### config.mk
export PLATFORM = sky130hd
export DESIGN_NAME = pipeline_ctrl
export DESIGN_NICKNAME = d
export VERILOG_FILES = /design/src/rtl/pipeline_ctrl.sv
export SDC_FILE = /design/constraint.sdc
export NUM_CORES = 1
export LEC_CHECK = 0
export ABC_CLOCK_PERIOD_IN_PS = 1750
export CORE_MARGIN = 1.5
export CORE_UTILIZATION = 25
export CTS_CLUSTER_SIZE = 16
export DETAILED_ROUTE_END_ITERATION = 16
export PLACE_DENSITY = 0.75
export SYNTH_ARGS = -nofsm -noshare
export SYNTH_HDL_FRONTEND = slang
export SYNTH_SLANG_ARGS = --single-unit
### constraint.sdc
create_clock -name clk -period 1.75 [get_ports clk]
set_clock_uncertainty 0.15 [all_clocks]
set_input_delay 0.175 -clock clk [delete_from_list [all_inputs] [get_ports clk]]
set_output_delay 0.175 -clock clk [all_outputs]
set_load 0.005 [all_outputs]
### src/rtl/pipeline_ctrl.sv
// Pipeline stall/flush controller: load-use and branch hazards, multi-cycle divide sequencing, exception flush.
// Optional divide sequencing is compiled in when PIPE_DIV_EN is defined.
module pipeline_ctrl #(
   parameter int RA_W = 5
) (
   input  logic            clk,
   input  logic            rst,
   input  logic [RA_W-1:0] id_rs,
   input  logic [RA_W-1:0] id_rt,
   input  logic            id_use_rt,
   input  logic            id_branch,
   input  logic            ex_memread,
   input  logic            ex_regwrite,
   input  logic [RA_W-1:0] ex_wreg,
   input  logic            mem_memread,
   input  logic [RA_W-1:0] mem_wreg,
   input  logic            ex_div,
   input  logic            div_ready,
   input  logic            mem_excp,
   output logic            en_pc,
   output logic            en_fd,
   output logic            en_de,
   output logic            en_em,
   output logic            en_mw,
   output logic            clr_fd,
   output logic            clr_de,
   output logic            clr_em,
   output logic            clr_mw,
   output logic            div_start,
   output logic            div_cancel,
   output logic            excp_redirect
);

   typedef enum logic [1:0] {
      RUN      = 2'd0,
      DIV_BUSY = 2'd1,
      FLUSH    = 2'd2
   } state_t;

   state_t state, state_nxt;

   logic load_use;
   logic branch_haz;
   logic hazard;

   // A producer matches when it writes a non-zero register that ID actually reads.
   function automatic logic src_match(input logic [RA_W-1:0] wreg,
                                      input logic [RA_W-1:0] rs,
                                      input logic [RA_W-1:0] rt,
                                      input logic            use_rt);
      return (wreg != '0) && ((wreg == rs) || (use_rt && (wreg == rt)));
   endfunction

   assign load_use   = ex_memread && src_match(ex_wreg, id_rs, id_rt, id_use_rt);
   assign branch_haz = id_branch &&
                       ((ex_regwrite && src_match(ex_wreg,  id_rs, id_rt, id_use_rt)) ||
                        (mem_memread && src_match(mem_wreg, id_rs, id_rt, id_use_rt)));
   assign hazard     = load_use || branch_haz;

`ifndef PIPE_DIV_EN
   logic unused_div;
   assign unused_div = ex_div ^ div_ready;
`endif

   always_ff @(posedge clk or posedge rst) begin
      if (rst) begin
         state <= RUN;
      end else begin
         state <= state_nxt;
      end
   end

   always_comb begin
      state_nxt     = state;
      en_pc         = 1'b1;
      en_fd         = 1'b1;
      en_de         = 1'b1;
      en_em         = 1'b1;
      en_mw         = 1'b1;
      clr_fd        = 1'b0;
      clr_de        = 1'b0;
      clr_em        = 1'b0;
      clr_mw        = 1'b0;
      div_start     = 1'b0;
      div_cancel    = 1'b0;
      excp_redirect = 1'b0;

      if (rst) begin
         clr_fd    = 1'b1;
         clr_de    = 1'b1;
         clr_em    = 1'b1;
         clr_mw    = 1'b1;
         state_nxt = RUN;
      end else begin
         case (state)
            RUN: begin
               if (mem_excp) begin
                  clr_fd        = 1'b1;
                  clr_de        = 1'b1;
                  clr_em        = 1'b1;
                  clr_mw        = 1'b1;
                  excp_redirect = 1'b1;
                  state_nxt     = FLUSH;
`ifdef PIPE_DIV_EN
               end else if (ex_div) begin
                  // Freeze PC..EX/MEM around the divide and bubble WB.
                  div_start = 1'b1;
                  en_pc     = 1'b0;
                  en_fd     = 1'b0;
                  en_de     = 1'b0;
                  en_em     = 1'b0;
                  clr_mw    = 1'b1;
                  state_nxt = DIV_BUSY;
`endif
               end else if (hazard) begin
                  en_pc  = 1'b0;
                  en_fd  = 1'b0;
                  clr_de = 1'b1;
               end
            end

            DIV_BUSY: begin
`ifdef PIPE_DIV_EN
               if (mem_excp) begin
                  clr_fd        = 1'b1;
                  clr_de        = 1'b1;
                  clr_em        = 1'b1;
                  clr_mw        = 1'b1;
                  excp_redirect = 1'b1;
                  div_cancel    = 1'b1;
                  state_nxt     = FLUSH;
               end else if (!div_ready) begin
                  en_pc  = 1'b0;
                  en_fd  = 1'b0;
                  en_de  = 1'b0;
                  en_em  = 1'b0;
                  clr_mw = 1'b1;
               end else begin
                  // Result lands this edge; the divide leaves EX with the release.
                  state_nxt = RUN;
               end
`else
               state_nxt = RUN;
`endif
            end

            FLUSH: begin
               // Kill the instruction fetched from the old path; everything else already cleared.
               clr_fd    = 1'b1;
               state_nxt = RUN;
            end

            default: begin
               state_nxt = RUN;
            end
         endcase
      end
   end

endmodule

==> results.yml <==
setup_path:
  r2r_slack_ns: 0.84
  path_cells: "buf_8, buf_4, xor2_1, nor4_1, a32oi_1, o32a_1, or2_1, buf_2"
  r2r_start: "state[1]$_DFFE_PP0P_"
  r2r_cells: 2
  critical-path-max-stage-delay_ns: 0.27
  end_kind: "output pin"
  crit_required_ns: 1.42
  r2r_end: "state[1]$_DFFE_PP0P_"
  cp-start-kind: "input port"
  path_buf_inv: 3
  cp_slowest_cell: "nor4_1"
  cp.arrival_ns: 1.55
  path_delay_family: "simple AND/OR/NAND/NOR gates"
  crit_type: "in -> out"
  crit_fanout: 2
detailed_routing:
  drt_iter0_drc: 1
  drc: 0
  drt_wl_total_mm: 1.35
  firstDrtPassIters: 4
  via_count: 516
  viasPerCell: 4.41
  drtAntennaViolNets: 0
  drt-wirelength-per-cell_um: 11.5
global_route:
  met3_usage_pct: 0
  grt_util_met1_pct: 16.1
  grt_overflow: 0
  grt_max_degree: 5
  antenna_found_initial: 0
  grt.busiest_layer: "met2"
  grt_pass1_wl_mm: 1.97
  grt_pass1_vias: 500
  gr-usage-all-layers_pct: 13.3
  grt.met2_usage_pct: 27.3
sta:
  setup_violations: 3
  hold_viol_final: 0
  period_minus_slack_ns: 1.87
  slew_viol_final: 0
  fmax_mhz: 534
  rsz0062_at_grt: "true"
  hold_ws_ns: 0.393
  post-route-period-util_pct: 107
  layout_setup_ws_ns: -0.124
finish:
  regMostFlops: "state"
  top_regs: "state (1)"
  fin_nets: 133
  drive_above_1_share_pct: 38.6
  antenna_cells: 0
  multi_input_area_um2: 384
  regArea_um2: 25.0
  area_growth_pct: 120
  stdcell_count: 117
  nFillCells: 152
  largest_reg_flops: 1
place:
  place_inst: 114
  detailed_place_hpwl_mm: 1.06
  gp_congestion: 0.745
  io_buffers: 34
status:
  violations: "setup timing"
  status: "complete, but fails checks"
pwr:
  p_per_area_nw_per_um2: 247
  ir_worst_vdd_uv: 169
  power.total_mw: 0.217
  p_leak_nw: 0.400
min_path:
  hp-class: "reg -> reg"
  hold_depth: 2
  worstHoldStart: "state[1]$_DFFE_PP0P_"
  worstHoldEndpoint: "state[1]$_DFFE_PP0P_"
floorplanning:
  die_h_um: 43.0
  io_pins: 42
  die_area_um2: 1850
  die-width_um: 43.0
  num_rows: 14
  core_um2: 1510
  start_util_pct: 26.5
synthesis:
  syn_area_um2: 399
  ys_ff_latch: 1
  yosysSeqAreaShare_pct: 6.27
  yosysUniqueCellTypes: 20
  synth_cells: 52
  syn_area_per_cell_um2: 7.68
  yosysWarnings: 0
run:
  max-cap-violations: 0
cts:
  clk_pin_slew_worst_paths_ns: 0
  clk_latency_ns: 0
  holdBufCountCts: 0
==> cell usage after synthesis <==
cell type / instances / area (µm²)
a21oi_1: 1 / 5.00
a32oi_1: 2 / 17.5
buf_4: 7 / 52.6
conb_1: 2 / 7.51
dfrtp_1: 1 / 25.0
inv_1: 2 / 7.51
nor2_1: 3 / 11.3
nor3_1: 4 / 20.0
nor4_1: 1 / 6.26
nor4_2: 1 / 12.5
o211ai_1: 1 / 7.51
o21ai_0: 1 / 5.00
o21bai_1: 1 / 7.51
o32a_1: 1 / 10.0
or2_1: 1 / 6.26
or3_1: 1 / 6.26
or4_1: 1 / 7.51
or4_2: 1 / 8.76
xnor2_1: 2 / 17.5
xor2_1: 18 / 158
==> kinds of logic (layout without fill, tap and decap cells) <==
family                    after synthesis  count (layout)  share of synthesized area [%]
buffers and inverters                   9              55                           15.0
and+or+nand+nor                        13              13                           19.8
other                                   2               5                           1.88
AOI/OAI and AO/OA                       7               7                           13.2
DFF                                     1               1                           6.27
xor gates and xnor gates               20              20                           43.9
==> layout make-up <==
class                           instances  area share (%)
Multi-Input combinational cell         45            43.7
Sequential cell                         1            2.85
Tap cell                               16            2.28
Timing Repair Buffer                   53            50.3
Inverter                                2           0.855
==> power by group <==
part / leakage, nW / internal [mW] / switching [mW]
sequential: 0.0131 / 0.0248 / 0.000605
clock: 0 / 0 / 0
combinational: 0.387 / 0.112 / 0.0794
total: 0.400 / 0.137 / 0.0800
==> layout by cell type (no fill, tap or decap), types with 3 or more instances in the layout <==
cell,instances
conb_1,5
buf_6,3
clkdlybuf4s15_1,4
buf_4,17
buf_2,10
nor2_1,3
clkdlybuf4s50_1,7
xor2_1,16
dlygate4sd2_1,9
==> worst max-delay path by stage <==
stage                     cells after the start     to  startpoint  slack, ns
after detailed placement                      7  en_fd  ex_wreg[4]      -0.87
after global placement                        7  en_fd  ex_wreg[4]      -0.83
after floorplan                               6  en_pc  ex_wreg[4]       0.02
after CTS                                     7  en_fd    id_rt[0]      -0.11
after global routing                          7  en_pc  ex_wreg[3]      -0.22
final                                         8  en_pc    id_rt[0]      -0.12
==> timing repair <==
action / 4_1_cts / 5_1_grt
setup buffers: 1 / 2
endpoints found under the setup margin: 7 / 3
pin swaps: 16 / 4
gates resized for setup: 81 / 9
cloned: 0 / 0
==> metrics by stage <==
| step | setup TNS [ns] | area, µm² | setup WS (ns) | utilization [%] |
|---|---|---|---|---|
| floorplan | 0 | 410 | 0.0172 | - |
| global placement | -2.75 | 838 | -0.829 | 55.6 |
| detailed placement | -2.86 | 838 | -0.867 | 55.6 |
| CTS | -0.226 | 816 | -0.113 | 54.2 |
| global route | -0.648 | 878 | -0.224 | 58.3 |
| finish | -0.366 | 878 | -0.124 | 58.3 |
==> metal layers <==
layer	up-vias	share of wire (%)
met1	233	44
met3	0	5.1
met5	-	0
met2	17	51
li1	266	-
met4	0	0
==> worst min-delay path, cell delays in order, from the launching register on <==
cell and delay [ns]:
dfrtp_1 0.32, buf_4 0.13, nor3_1 0.05
Note: power is estimated with default switching activity, not from simulation.
